==> src/rtl/alu_issue.sv <==
// alu_issue: RV32 decode-and-issue stage feeding the ALU through a two-entry skid buffer.
// Revision: 1.0
`default_nettype none

module alu_issue (
  input  logic        i_clk,
  input  logic        i_rst,
  input  logic        i_valid,
  output logic        o_ready,
  input  logic [31:0] i_instr,
  input  logic [31:0] i_rs1_val,
  input  logic [31:0] i_rs2_val,
  output logic        o_valid,
  input  logic        i_ready,
  output logic [5:0]  o_alu_op,
  output logic [31:0] o_a,
  output logic [31:0] o_b,
  output logic [4:0]  o_rd,
  output logic        o_wen,
  output logic        o_illegal
);

  localparam logic [5:0] OP_NOP = 6'b000000;
  localparam logic [5:0] OP_ADD = 6'b001001;
  localparam logic [5:0] OP_SUB = 6'b001010;
  localparam logic [5:0] OP_MUL = 6'b001011;
  localparam logic [5:0] OP_DIV = 6'b001100;
  localparam logic [5:0] OP_AND = 6'b010001;
  localparam logic [5:0] OP_OR  = 6'b010011;
  localparam logic [5:0] OP_XOR = 6'b010100;
  localparam logic [5:0] OP_SLT = 6'b011001;
  localparam logic [5:0] OP_SLL = 6'b011011;
  localparam logic [5:0] OP_SRL = 6'b011100;
  localparam logic [5:0] OP_SRA = 6'b011101;

  localparam logic [6:0] OPC_OP    = 7'b0110011;
  localparam logic [6:0] OPC_OPIMM = 7'b0010011;
  localparam logic [6:0] OPC_LUI   = 7'b0110111;

  localparam logic [6:0] F7_BASE = 7'b0000000;
  localparam logic [6:0] F7_ALT  = 7'b0100000;
  localparam logic [6:0] F7_MULD = 7'b0000001;

  typedef struct packed {
    logic [5:0]  op;
    logic [31:0] a;
    logic [31:0] b;
    logic [4:0]  rd;
    logic        wen;
    logic        illegal;
  } bundle_t;

  typedef enum logic [1:0] {
    EMPTY = 2'd0,
    ONE   = 2'd1,
    FULL  = 2'd2
  } state_t;

  logic [6:0]  opcode;
  logic [2:0]  funct3;
  logic [6:0]  funct7;
  logic [4:0]  rd;
  logic [4:0]  shamt;
  logic        legal;
  logic [5:0]  op_d;
  logic [31:0] a_d;
  logic [31:0] b_d;
  bundle_t     dec;

  assign opcode = i_instr[6:0];
  assign rd     = i_instr[11:7];
  assign funct3 = i_instr[14:12];
  assign shamt  = i_instr[24:20];
  assign funct7 = i_instr[31:25];

  // opcode includes instr[1:0], so non-32-bit encodings fall to the default arm
  always_comb begin
    legal = 1'b0;
    op_d  = OP_NOP;
    a_d   = '0;
    b_d   = '0;
    case (opcode)
      OPC_OP: begin
        legal = 1'b1;
        a_d   = i_rs1_val;
        b_d   = i_rs2_val;
        case ({funct7, funct3})
          {F7_BASE, 3'b000}: op_d = OP_ADD;
          {F7_BASE, 3'b001}: op_d = OP_SLL;
          {F7_BASE, 3'b010}: op_d = OP_SLT;
          {F7_BASE, 3'b100}: op_d = OP_XOR;
          {F7_BASE, 3'b101}: op_d = OP_SRL;
          {F7_BASE, 3'b110}: op_d = OP_OR;
          {F7_BASE, 3'b111}: op_d = OP_AND;
          {F7_ALT,  3'b000}: op_d = OP_SUB;
          {F7_ALT,  3'b101}: op_d = OP_SRA;
          {F7_MULD, 3'b000}: op_d = OP_MUL;
          {F7_MULD, 3'b100}: op_d = OP_DIV;
          default:           legal = 1'b0;
        endcase
      end
      OPC_OPIMM: begin
        legal = 1'b1;
        a_d   = i_rs1_val;
        b_d   = {{20{i_instr[31]}}, i_instr[31:20]};
        case (funct3)
          3'b000: op_d = OP_ADD;
          3'b010: op_d = OP_SLT;
          3'b100: op_d = OP_XOR;
          3'b110: op_d = OP_OR;
          3'b111: op_d = OP_AND;
          3'b001: begin
            b_d   = {27'b0, shamt};
            op_d  = OP_SLL;
            legal = (funct7 == F7_BASE);
          end
          3'b101: begin
            b_d = {27'b0, shamt};
            if (funct7 == F7_BASE)     op_d = OP_SRL;
            else if (funct7 == F7_ALT) op_d = OP_SRA;
            else                       legal = 1'b0;
          end
          default: legal = 1'b0;
        endcase
      end
      OPC_LUI: begin
        legal = 1'b1;
        op_d  = OP_ADD;
        b_d   = {i_instr[31:12], 12'b0};
      end
      default: legal = 1'b0;
    endcase
  end

  assign dec = legal ?
      bundle_t'{op: op_d, a: a_d, b: b_d, rd: rd, wen: (rd != 5'd0), illegal: 1'b0} :
      bundle_t'{op: OP_NOP, a: 32'd0, b: 32'd0, rd: rd, wen: 1'b0, illegal: 1'b1};

  state_t  state_q;
  state_t  state_d;
  bundle_t main_q;
  bundle_t skid_q;
  logic    ready_q;
  logic    accept;
  logic    drain;
  logic    load_main;
  logic    load_skid;
  logic    move_skid;

  assign accept = i_valid & ready_q;
  assign drain  = (state_q != EMPTY) & i_ready;

  always_ff @(posedge i_clk or posedge i_rst) begin
    if (i_rst) state_q <= EMPTY;
    else       state_q <= state_d;
  end

  always_comb begin
    state_d   = state_q;
    load_main = 1'b0;
    load_skid = 1'b0;
    move_skid = 1'b0;
    case (state_q)
      EMPTY: begin
        if (accept) begin
          state_d   = ONE;
          load_main = 1'b1;
        end
      end
      ONE: begin
        if (accept && drain) begin
          load_main = 1'b1;
        end else if (accept) begin
          state_d   = FULL;
          load_skid = 1'b1;
        end else if (drain) begin
          state_d = EMPTY;
        end
      end
      FULL: begin
        if (drain) begin
          state_d   = ONE;
          move_skid = 1'b1;
        end
      end
      default: state_d = EMPTY;
    endcase
  end

  // ready is registered from the next occupancy so upstream sees no combinational path
  always_ff @(posedge i_clk or posedge i_rst) begin
    if (i_rst) begin
      main_q  <= '0;
      skid_q  <= '0;
      ready_q <= 1'b1;
    end else begin
      if (load_main)      main_q <= dec;
      else if (move_skid) main_q <= skid_q;
      if (load_skid)      skid_q <= dec;
      ready_q <= (state_d != FULL);
    end
  end

  assign o_ready   = ready_q;
  assign o_valid   = (state_q != EMPTY);
  assign o_alu_op  = main_q.op;
  assign o_a       = main_q.a;
  assign o_b       = main_q.b;
  assign o_rd      = main_q.rd;
  assign o_wen     = main_q.wen;
  assign o_illegal = main_q.illegal;

endmodule

`default_nettype wire

==> config.mk <==
export PLATFORM = sky130hd
export DESIGN_NAME = alu_issue
export DESIGN_NICKNAME = d
export VERILOG_FILES = /design/src/rtl/alu_issue.sv
export SDC_FILE = /design/constraint.sdc
export NUM_CORES = 1
export LEC_CHECK = 0
export CAP_MARGIN = 40
export CORE_MARGIN = 2
export CORE_UTILIZATION = 40
export DETAILED_ROUTE_END_ITERATION = 10
export PLACE_DENSITY = 0.66
export SLEW_MARGIN = 20
export SYNTH_ARGS = -nofsm -noshare
export SYNTH_HDL_FRONTEND = slang
export SYNTH_SLANG_ARGS = --single-unit
==> constraint.sdc <==
create_clock -name i_clk -period 9.15 [get_ports i_clk]
set_clock_uncertainty 0.05 [all_clocks]
set_input_delay 1.83 -clock i_clk [delete_from_list [all_inputs] [get_ports i_clk]]
set_output_delay 1.83 -clock i_clk [all_outputs]
set_load 0.03 [all_outputs]
* After elaboration in Yosys (flattened, before gate mapping)
Cells that the tools add are included.
** Operators by class
- Reduce and logical (&&, ||, !) cells :: 12
- Multiplexer cells :: 29
- Bitwise operators :: 2
- Equal/unequal tests :: 23
** Operators by type and width (count)
- 2-to-1 mux 77 bit :: 3
- one-hot mux 32 bit (3 select lines) :: 1
- 2-to-1 mux 32 bit :: 2
- one-hot mux 5 bit (11 select lines) :: 1
- equality test 10 x 3 -> 1 bit, second input constant :: 4
- one-hot mux 5 bit (7 select lines) :: 1
- equality test 7 x 6 -> 1 bit, second input constant :: 3
- equality test 10 x 4 -> 1 bit, second input constant :: 2
- equality test 10 x 9 -> 1 bit, second input constant :: 2
- one-hot mux 5 bit (3 select lines) :: 1
- equality test 3 bit, second input constant :: 4
- OR reduction 11 bit :: 1
- equality test 10 x 1 -> 1 bit, second input constant :: 1
- equality test 10 x 2 -> 1 bit, second input constant :: 1
- zero test 10 bit :: 1
- 2-to-1 mux 2 bit :: 5
- 2-to-1 mux 5 bit :: 2
- 2-to-1 mux 1 bit :: 9
- equality test 7 x 5 -> 1 bit, second input constant :: 1
- zero test 7 bit :: 1
- one-hot mux 1 bit (3 select lines) :: 2
- one-hot mux 2 bit (3 select lines) :: 1
- nonzero test 5 bit :: 1
- OR reduction 5 bit :: 1
- 12 further kinds :: 15
** Word-level totals
- Bits in registers :: 157
- Input bits :: 100

* Logic depth before layout (Yosys ltp)
Gate-level depths: netlist of the first run.
- Depth after elaboration :: 7
- Mapped depth :: 9
- Depth with buffers taken out :: 5

* Least setup slack after synthesis of the first run
OpenSTA, ideal clock, no wires.
- Path type :: in2reg
- Start :: in i_instr[13]
- End :: reg main_q (netlist bit o_a[0])
- Buffers on the path :: 4
- Arrival time :: 3274 ps
- Path slack :: 5691 ps
- Stages on the path :: 9
- Path through :: buf_2 > nand2b_1 > clkbuf_1 > a211oi_2 > nor4_4 > a21oi_2 > buf_4 > buf_4 > o22ai_1
** On the way
- Longest elaborated chain between the ends :: 6
** Ends and longest elaborated chain
- start, declared :: line 10 : input logic [31:0] i_instr,
- equality test 10 x 4 -> 1 bit, or another cell as far along :: line 87 : case ({funct7, funct3})
- OR reduction 11 bit (no source line) or OR reduction 5 bit (tied branches)
- 2-to-1 mux 1 bit or one-hot mux 1 bit (3 select lines) (tied branches) :: line 87, 106
- one-hot mux 1 bit (3 select lines) (*) :: line 82 : case (opcode)
- 2-to-1 mux 77 bit (*) :: line 135 : assign dec = legal ?
- 2-to-1 mux 77 bit (*) :: line 197 : if (load_main) main_q <= dec;
- end signal, assigned :: line 198 : else if (move_skid) main_q <= skid_q;
- end, declared :: line 141 : bundle_t main_q;
Mark *: on every way between the ends. The rest lies on a longest branch, timed or not.
A chain may end at the register's enable or synchronous reset.

* Final worst setup path of the first run
- Start :: in i_instr[6]
- End :: reg skid_q[0] (netlist name)
** On the way
- Longest elaborated chain between the ends :: 3
** Ends and longest elaborated chain
- equality test 7 x 6 -> 1 bit or equality test 7 x 5 -> 1 bit (tied branches) :: line 82
- one-hot mux 1 bit (3 select lines) (*) :: line 82
- 2-to-1 mux 77 bit (*) :: line 135
- end signal, assigned :: line 194 : skid_q <= '0;
- end signal, assigned :: line 199 : if (load_skid) skid_q <= dec;
- end, declared :: line 142 : bundle_t skid_q;
Marked as above.

==> results of run 1 <==
==> worst paths after layout <==
path                              to  slack (ps)  depth (start not counted)
hold reg to reg            skid_q[4]         430                          2
min in group asynchronous     o_a[5]        1690                          2
setup reg to reg           o_illegal        6530                          6
max in group asynchronous    o_rd[0]        6000                          5
hold / removal             skid_q[4]         430                          2
setup / recovery           skid_q[0]        4370                          8
==> state kept, by name (all words and copies together), names as in the netlist <==
name       count
o_ready        1
o_b           32
o_a           32
o_illegal      1
skid_q        76
o_wen          1
o_rd           5
state_q        2
o_alu_op       5
==> layer usage <==
| metal | wire length, um | global-route usage |
|---|---|---|
| met1 | 10300 | 0.313 |
| met4 | 341 | 0.0623 |
| met2 | 10700 | 0.344 |
| met5 | 0 | 0 |
| met3 | 1350 | 0.0428 |
==> Yosys cell counts (2+ instances only) <==
library cell | n | area, um^2
mux2_2 | 30 | 338
and2_1 | 4 | 25.0
a22o_1 | 2 | 17.5
and3_1 | 7 | 43.8
nand2_1 | 236 | 886
a32oi_1 | 2 | 17.5
o31ai_1 | 34 | 255
buf_2 | 15 | 75.1
nand4_1 | 18 | 113
o21ai_0 | 64 | 320
a22oi_1 | 5 | 37.5
nor3_1 | 5 | 25.0
nand4b_1 | 18 | 158
nor2b_1 | 5 | 31.3
mux2i_1 | 46 | 460
nor4b_2 | 2 | 30.0
clkbuf_1 | 57 | 214
a21oi_1 | 18 | 90.1
o21bai_1 | 2 | 15.0
o22ai_1 | 43 | 269
a211oi_1 | 2 | 15.0
nand3b_1 | 2 | 15.0
and3b_1 | 2 | 17.5
o211ai_1 | 18 | 135
buf_4 | 4 | 30.0
buf_1 | 5 | 18.8
and4b_1 | 2 | 20.0
o21ai_1 | 5 | 25.0
nand3_1 | 3 | 15.0
a31oi_1 | 2 | 12.5
a21o_1 | 2 | 15.0
inv_1 | 5 | 18.8
nor2_1 | 11 | 41.3
dfrtp_1 | 154 | 3850
or2_2 | 2 | 12.5
nand2b_1 | 3 | 18.8
==> cell type report <==
type / count / area [um^2]
Clock buffer: 18 / 429
Fill cell: 1798 / 8890
Sequential cell: 155 / 3880
Timing Repair Buffer: 194 / 1990
Inverter: 5 / 23.8
Tap cell: 265 / 332
Clock inverter: 14 / 188
Multi-Input combinational cell: 616 / 3730
==> cells by family after synthesis <==
logic type	after synthesis	share of synthesized area
other	1	0.000473
DFF	155	0.489
muxes	76	0.101
AOI/OAI and AO/OA	211	0.170
adders and majority gates	1	0.00126
buffers and inverters	87	0.0464
and+or+nand+nor	327	0.192
==> metrics by stage <==
step,hold slack (ps),total power (W)
after global placement,408,0.00107
after floorplan,395,0.000929
final,425,0.00180
after global routing,445,0.00187
after CTS,430,0.00181
after detailed placement,414,0.00107
==> where the power goes <==
part / internal (W) / total (W) / switching [W] / leakage (nW)
logic: 0.000122 / 0.000325 / 0.000203 / 2.04
clock network: 0.000437 / 0.000742 / 0.000305 / 0.292
registers: 0.000715 / 0.000735 / 0.0000195 / 2.14
total: 0.00127 / 0.00180 / 0.000527 / 4.47
==> critical path, delay by kind of cell <==
kind	cells	cell delay, ps
multiplexers	1	310
AO/OA/AOI/OAI	1	300
buffers and inverters	3	1330
AND/OR/NAND/NOR	3	1240
==> reports/metrics.csv, run 1 <==
stage,metric,value,unit
sta,maxSlewHeadroom,0.457,
route,firstDrtPassIters,5,
sta,setup_ws,4370,ps
sta,setup-violations-final,0,
place,pre_cts_ws,3550,ps
place,place.gp.congestion,0.842,
sta,tightestPinTransition,812,ps
clock_tree,post_cts_resized,0,
power_and_ir_drop,leakage,4.47,nW
clock_tree,clockBufferDepth,2,
floorplan,die-area,21000,um^2
logic_synthesis,avgSynthCellArea,9.25,um^2
logic_synthesis,synth_nets,958,
run,cap_violations,0,
place,dp_hpwl,15000,um
worst_setup_path,cp-startpoint,i_instr[6],
floorplan,rows,51,
floorplan,core_area,19500,um^2
clock_tree,postCtsSetupBuffers,0,
sta,post-route-period-util,0.522,
sta,timing.final.crit_period,4780,ps
worst_setup_path,critPathKind,primary input to flip-flop,
outcome,status,completed,
floorplan,die_w,145,um
global_route,grt_max_degree,89,
clock_tree,cts.reportedPaths.clkPinSlew,60,ps
worst_setup_path,reg2reg_from,o_ready,
place,place_area,9870,um^2
power_and_ir_drop,powerDensity,170,nW/um^2
clock_tree,clock_latency,430,ps
worst_setup_path,critical_path_arrival,5040,ps
route,vias,6871,
logic_synthesis,synth_warnings,0,
finish,final_cell_count_no_fill,1267,
global_route,grt_pass1_wl,35600,um
route,drt_iter0_drc,657,
route,routed_wl,22800,um
floorplan,io_pins,179,
clock_tree,cts.sinks,155,
sta,tns,0,ps
logic_synthesis,synth_edf_count,0,
global_route,grt_pass1_vias,6595,
worst_hold_path,hold_path.class,flip-flop to flip-flop,
clock_tree,cts-htree-levels,4,
floorplan,die_y,145,um
sta,final_hold_viol_count,0,
worst_setup_path,crit_fanout,36,
logic_synthesis,syn_area,7940,um^2
worst_setup_path,required,9410,ps
worst_hold_path,min-delay-start,skid_q[4],
global_route,overflow,0,
worst_setup_path,cp-end-kind,flip-flop,
logic_synthesis,yosysUniqueCellTypes,59,
finish,final_net_count,1089,
logic_synthesis,async_reset_ff_frac,1.00,
clock_tree,cts_tree,built,
finish,drive_above_1_share,0.0988,
route,wl_per_cell,18.0,um
clock_tree,cts_buffers,17,
global_route,grt_antenna_before_repair,0,
clock_tree,clockRootBuffer,clkbuf_16,
sta,max_freq,0.209,GHz
finish,final_cell_mix,"234 x nand2_1, 176 x clkdlybuf4s50_1, 154 x dfrtp_1",
logic_synthesis,synth-seq-cells,155,
route,via_per_inst,5.42,
route,drcViolationCount,0,
finish,finish.utilization,0.543,
worst_setup_path,cpMostUsedCell,buf_4,
clock_tree,ctsHoldBuffers,0,
worst_setup_path,path_cells,clkdlybuf4s50_1 -> nor4b_4 -> buf_4 -> nand2_1 -> nor4_4 -> a22oi_2 -> buf_4 -> mux2_2,
sta,rsz0062_at_grt,no,
place,dpl.cell_count,1231,
worst_setup_path,worstSetupStartpointType,primary input,
finish,mostFrequentLayoutCell,nand2_1,
route,antenna_left,0,
floorplan,start_util,0.408,
place,port_buffers,177,
sta,finalMaxSlewViolations,0,
power_and_ir_drop,peakVddDrop,0.129,mV
global_route,grt.total_usage,0.220,
worst_setup_path,slowest_delay,720,ps
finish,finalInstanceArea,10600,um^2
finish,area_growth,33.2,%
worst_setup_path,slowest_stage,clkdlybuf4s50_1,
logic_synthesis,ys.flop_type,dfrtp_1,
logic_synthesis,ys_seq_area_frac,0.489,
finish,n_antenna_cell,0,
logic_synthesis,postSynthCellCount,858,
Power figures use the tool's default switching activity.
==> run 2, diff against run 1 <==
==> constraint.sdc (replaced) <==
create_clock -name i_clk -period 4.71 [get_ports i_clk]
set_clock_uncertainty 0.05 [all_clocks]
set_input_delay 0.942 -clock i_clk [delete_from_list [all_inputs] [get_ports i_clk]]
set_output_delay 0.942 -clock i_clk [all_outputs]
set_load 0.03 [all_outputs]
==> run 2 against run 1 <==
  * Global-route usage rose by 0.62 points
  * Sequential share of layout area increased by 0.10 points
  * Critical endpoint is now skid_q[32]
  * Clock-buffer cell count grew 3
  * Utilization shrank 0.15 points
  * Routed wire length rose by 1.5%
  * Register-to-register slack worse by 4000 ps
  * Worst setup slack worse by 3000 ps
  * Power rose by 89%
==> reports/metrics.csv, run 2 (synthesis results as in run 1) <==
stage,metric,value,unit,change
outcome,status,completed,,unchanged
route,routed_wl,23100,um,was 22800 um
worst_setup_path,r2r_slack,2530,ps,was 6530 ps
clock_tree,cts.reportedPaths.clkPinSlew,60,ps,about the same
sta,timing.final.crit_period,3330,ps,
worst_setup_path,reg2reg_from,o_ready,,unchanged
global_route,grt.total_usage,0.226,,was 0.220
worst_setup_path,crit_fanout,42,,was 36
clock_tree,cts_tree,built,,unchanged
finish,regMostFlops,skid_q,,unchanged
route,via_per_inst,5.45,,was 5.42
finish,finalInstanceArea,10500,um^2,was 10600 um^2
clock_tree,ctsHoldBuffers,0,,unchanged
global_route,grt_pass1_vias,6839,,was 6595
route,antenna_left,0,,unchanged
sta,rsz0062_at_grt,no,,unchanged
worst_setup_path,critical_path_arrival,3570,ps,was 5040 ps
global_route,grt_pass1_wl,36700,um,was 35600 um
worst_setup_path,r2r_end,o_illegal,,unchanged
global_route,overflow,0,,unchanged
route,firstDrtPassIters,5,,unchanged
power_and_ir_drop,leakage,4.47,nW,about the same
run,cap_violations,0,,unchanged
worst_setup_path,cp-startpoint,i_instr[13],,was i_instr[6]
floorplan,start_util,0.408,,unchanged
route,wl_per_cell,18.2,um,was 18.0 um
finish,final_net_count,1095,,was 1089
place,place_area,9950,um^2,was 9870 um^2
finish,multi_input_area,3730,um^2,unchanged
worst_setup_path,endpoint,skid_q[32],,was skid_q[0]
route,drcViolationCount,0,,unchanged
finish,n_antenna_cell,0,,unchanged
sta,tns,0,ps,unchanged
clock_tree,postCtsSetupBuffers,0,,unchanged
finish,fillers,1778,,was 1798
global_route,grt_antenna_before_repair,0,,unchanged
worst_setup_path,worstSetupStartpointType,primary input,,unchanged
clock_tree,clock_latency,430,ps,about the same
finish,mostFrequentLayoutCell,nand2_1,,unchanged
power_and_ir_drop,peakVddDrop,0.259,mV,was 0.129 mV
sta,post-route-period-util,0.707,,
finish,register_area,3880,um^2,unchanged
sta,tightestPinTransition,849,ps,was 812 ps
finish,final_cell_mix,"234 x nand2_1, 176 x clkdlybuf4s50_1, 154 x dfrtp_1",,unchanged
place,place.gp.congestion,0.897,,was 0.842
place,port_buffers,177,,unchanged
worst_setup_path,critPathKind,primary input to flip-flop,,unchanged
sta,maxSlewHeadroom,0.434,,was 0.457
clock_tree,cts-htree-levels,4,,unchanged
sta,finalMaxSlewViolations,0,,unchanged
sta,setup-violations-final,0,,unchanged
finish,drive_above_1_share,0.101,,was 0.0988
sta,max_freq,0.300,GHz,
floorplan,rows,51,,unchanged
worst_setup_path,cp-end-kind,flip-flop,,unchanged
clock_tree,cts_buffers,17,,unchanged
worst_setup_path,required,4950,ps,was 9410 ps
sta,final_hold_viol_count,0,,unchanged
clock_tree,cts.sinks,155,,unchanged
floorplan,die_y,145,um,unchanged
global_route,grt_max_degree,89,,unchanged
clock_tree,clockBufferDepth,2,,unchanged
route,vias,6935,,was 6871
finish,finish.utilization,0.542,,was 0.543
floorplan,die_w,145,um,unchanged
route,drt_iter0_drc,492,,was 657
clock_tree,clockRootBuffer,clkbuf_16,,unchanged
place,dp_hpwl,15000,um,about the same
sta,hold_slack,424,ps,was 425 ps
floorplan,core_area,19500,um^2,unchanged
floorplan,io_pins,179,,unchanged
finish,area_growth,32.9,%,was 33.2%
worst_setup_path,worst-r2r-cell-count,5,,was 6
floorplan,die-area,21000,um^2,unchanged
clock_tree,post_cts_resized,0,,unchanged
worst_hold_path,hold_path.class,flip-flop to flip-flop,,unchanged
finish,largest_register_ffs,76,,unchanged
power_and_ir_drop,powerDensity,323,nW/um^2,was 170 nW/um^2
-- run 2: cell types whose count changed in the layout (fill, tap and decap cells not counted), sizes merged --
cell / delta
buf: +6
inv: -4
clkbuf: +3
bufinv: -1
clkinv: +1
-- run 2: how the worst min path moves through the flow --
stage | cells after the start | start | end
after floorplan | 2 | skid_q[10] | skid_q[10]
after global placement | 2 | skid_q[16] | skid_q[16]
after detailed placement | 2 | skid_q[3] | skid_q[3]
after CTS | 2 | skid_q[6] | skid_q[6]
after global routing | 2 | skid_q[50] | skid_q[50]
final | 2 | skid_q[55] | skid_q[55]
-- run 2: power breakdown --
part	internal (W)	switching, W
Sequential	0.00139	0.0000352
Clock	0.000792	0.000548
Combinational	0.000242	0.000402
Total	0.00242	0.000985
-- run 2: worst max-delay path, cell delays in order --
cell and delay [ps]:
clkdlybuf4s50_1 740, nand2b_1 480, a211oi_2 390, nor4_4 100, a22oi_2 500, buf_12 280, o21ai_0 130
-- run 2: area by class of cell --
class | instances | share of cell area
Timing Repair Buffer | 200 | 0.191
Sequential cell | 155 | 0.368
Inverter | 5 | 0.00214
Clock inverter | 10 | 0.0110
Multi-Input combinational cell | 616 | 0.354
Tap cell | 265 | 0.0314
Clock buffer | 21 | 0.0427
-- run 2: metrics by stage --
step | total power [W] | cells | setup slack, ps
after floorplan | 0.00181 | 858 | 1760
after global placement | 0.00209 | 1240 | 1100
after detailed placement | 0.00209 | 1240 | 973
after CTS | 0.00344 | 1271 | 1420
after global routing | 0.00356 | 1272 | 1230
final | 0.00341 | 1272 | 1380
-- run 2: per-layer routing --
metal	track usage	up-vias	part of all wire
li1	-	3330	-
met5	0	-	0
met3	0.0503	36	0.075
met4	0.0879	0	0.028
met2	0.347	256	0.46
met1	0.313	3313	0.43
==> run 3, diff against run 2 <==
--- a/config.mk
+++ b/config.mk
@@ -9,7 +9,7 @@
 export CORE_MARGIN = 2
 export CORE_UTILIZATION = 40
 export DETAILED_ROUTE_END_ITERATION = 10
-export PLACE_DENSITY = 0.66
+export PLACE_DENSITY = 0.68
 export SLEW_MARGIN = 20
 export SYNTH_ARGS = -nofsm -noshare
 export SYNTH_HDL_FRONTEND = slang
==> constraint.sdc (replaced) <==
create_clock -name i_clk -period 2.8 [get_ports i_clk]
set_clock_uncertainty 0.05 [all_clocks]
set_input_delay 0.56 -clock i_clk [delete_from_list [all_inputs] [get_ports i_clk]]
set_output_delay 0.56 -clock i_clk [all_outputs]
set_load 0.03 [all_outputs]
==> run 3 against run 2 <==
  * Worst setup slack got worse by 1100 ps
  * Via count rose by 2.4%
  * Final cell count rose by 3.5%
  * Utilization rose by 2.1 points
  * Power rose by 71%
  * Design area rose by 3.9%
  * Sequential share of layout area fell by 1.4 points
  * Die area did not move
  * Combinational power rose by 77%
  * Sequential power rose by 69%
  * Largest cell class unchanged
  * Highest routed layer unchanged
==> reports/metrics.csv, run 3 (synthesis results as in run 1) <==
stage,metric,value,unit,change
worst_setup_path,crit_family,buffers and inverters,,unchanged
route,via_per_inst,5.40,,was 5.45
sta,tightestPinTransition,636,ps,was 849 ps
global_route,overflow,0,,unchanged
floorplan,io_pins,179,,unchanged
route,firstDrtPassIters,5,,unchanged
clock_tree,ctsHoldBuffers,0,,unchanged
global_route,grt_max_degree,49,,was 89
finish,fillers,1740,,was 1778
worst_setup_path,critPathKind,primary input to flip-flop,,unchanged
worst_setup_path,crit_fanout,28,,was 42
floorplan,die_w,145,um,unchanged
floorplan,rows,51,,unchanged
finish,drive_above_1_share,0.138,,was 0.101
route,drcViolationCount,0,,unchanged
route,drt_iter0_drc,550,,was 492
worst_hold_path,hold_path.class,flip-flop to flip-flop,,unchanged
global_route,grt_pass1_vias,6835,,was 6839
run,cap_violations,0,,unchanged
power_and_ir_drop,peakVddDrop,0.413,mV,was 0.259 mV
clock_tree,postCtsSetupBuffers,0,,unchanged
floorplan,start_util,0.408,,unchanged
place,dp_hpwl,16100,um,was 15000 um
finish,largest_register_ffs,76,,unchanged
worst_setup_path,crit_buf_inv,4,,was 2
clock_tree,post_cts_resized,0,,unchanged
worst_setup_path,worstSetupStartpointType,primary input,,unchanged
worst_setup_path,required,3080,ps,was 4950 ps
sta,hold_slack,425,ps,was 424 ps
place,port_buffers,177,,unchanged
clock_tree,cts.sinks,155,,unchanged
route,routed_wl,23100,um,about the same
outcome,status,completed,,unchanged
worst_setup_path,slowest_stage,clkdlybuf4s50_1,,unchanged
sta,setup-violations-final,0,,unchanged
floorplan,die-area,21000,um^2,unchanged
sta,post-route-period-util,0.884,,
sta,max_freq,0.404,GHz,
global_route,grt.total_usage,0.223,,was 0.226
floorplan,core_area,19500,um^2,unchanged
clock_tree,clockBufferDepth,2,,unchanged
worst_setup_path,path_cells,clkdlybuf4s50_1 -> o41ai_1 -> nand3b_1 -> nor4_1 -> buf_4 -> a21oi_4 -> buf_4 -> buf_12 -> o21ai_0,,was clkdlybuf4s50_1 -> nand2b_1 -> a211oi_2 -> nor4_4 -> a22oi_2 -> buf_12 -> o21ai_0
power_and_ir_drop,leakage,4.70,nW,was 4.47 nW
clock_tree,cts_buffers,17,,unchanged
clock_tree,cts.reportedPaths.clkPinSlew,70,ps,was 60 ps
worst_setup_path,cpMostUsedCell,buf_4,,
sta,maxSlewHeadroom,0.575,,was 0.434
finish,area_growth,38.0,%,was 32.9%
sta,finalMaxSlewViolations,0,,unchanged
finish,regMostFlops,skid_q,,unchanged
finish,final_cell_mix,"234 x nand2_1, 176 x clkdlybuf4s50_1, 154 x dfrtp_1",,unchanged
finish,finish.utilization,0.563,,was 0.542
place,place.gp.congestion,0.900,,was 0.897
route,vias,7101,,was 6935
sta,rsz0062_at_grt,no,,unchanged
finish,mostFrequentLayoutCell,nand2_1,,unchanged
floorplan,die_y,145,um,unchanged
clock_tree,clock_latency,420,ps,was 430 ps
route,wl_per_cell,17.5,um,was 18.2 um
worst_setup_path,slowest_delay,580,ps,was 740 ps
clock_tree,clockRootBuffer,clkbuf_16,,unchanged
clock_tree,cts_tree,built,,unchanged
clock_tree,cts-htree-levels,4,,unchanged
finish,final_net_count,1135,,was 1095
global_route,grt_pass1_wl,36300,um,was 36700 um
sta,final_hold_viol_count,0,,unchanged
worst_setup_path,critical_path_arrival,2760,ps,was 3570 ps
power_and_ir_drop,powerDensity,532,nW/um^2,was 323 nW/um^2
sta,timing.final.crit_period,2470,ps,
worst_setup_path,cp-end-kind,flip-flop,,unchanged
route,antenna_left,0,,unchanged
global_route,grt_antenna_before_repair,2,,was 0
[run 3: changes by cell type in the layout (fill, tap and decap cells not counted), sizes merged]
cell / delta
clkbuf: -3
diode: +3
inv: +4
clkinv: +2
bufinv: -1
clkinvlp: -1
buf: +40
[run 3: report_power, final]
| group | switching (W) | total, W | internal (W) | leakage [nW] |
|---|---|---|---|---|
| clock | 0.00102 | 0.00228 | 0.00126 | 0.285 |
| sequential | 0.0000681 | 0.00240 | 0.00234 | 2.14 |
| combinational | 0.000683 | 0.00114 | 0.000456 | 2.28 |
| total | 0.00177 | 0.00582 | 0.00406 | 4.70 |
[run 3: metal layers]
layer,up-vias,global-route usage,routed length [um]
met5,-,0,0
met4,0,0.0853,562
met3,38,0.0398,1230
met2,214,0.345,10900
met1,3427,0.313,10400
li1,3422,-,-
[run 3: worst reg2reg max path, cell delays in order, from the launching register on]
cell and delay, ps:
dfstp_2 570, nand3b_1 170, nor2_4 390, buf_4 370
o22ai_1 160
[run 3: layout make-up]
| cell class | count | area (um^2) | share of cell area |
|---|---|---|---|
| sequential | 155 | 3880 | 0.354 |
| tap | 265 | 332 | 0.0303 |
| clock inverter | 14 | 159 | 0.0145 |
| inverter | 5 | 22.5 | 0.00206 |
| timing repair buffer | 240 | 2390 | 0.218 |
| clock buffer | 18 | 429 | 0.0392 |
| antenna | 3 | 7.51 | 0.000685 |
| multi-input combinational | 616 | 3730 | 0.341 |
[run 3: worst paths after layout]
kind	endpoint	from	slack, ps	cells after the start
setup / recovery	skid_q[48]	i_instr[13]	330	9
hold / removal	skid_q[42]	skid_q[42]	430	2
setup reg to reg	o_a[23]	o_ready	960	4
hold reg to reg	skid_q[42]	skid_q[42]	430	2
max in group asynchronous	skid_q[73]	i_rst	1590	3
min in group asynchronous	skid_q[13]	i_rst	520	2
[run 3: stage by stage]
step / cells / power, W / cell area, um^2 / setup TNS [ps] / worst slack (ps)
6_report: 1316 / 0.00582 / 11000 / 0 / 326
5_1_grt: 1314 / 0.00608 / 10900 / 0 / 114
4_1_cts: 1313 / 0.00588 / 10900 / 0 / 347
3_5_place_dp: 1281 / 0.00358 / 10400 / -2350 / -88.6
3_3_place_gp: 1281 / 0.00358 / 10400 / -927 / -28.6
2_1_floorplan: 858 / 0.00304 / 7940 / 0 / 232
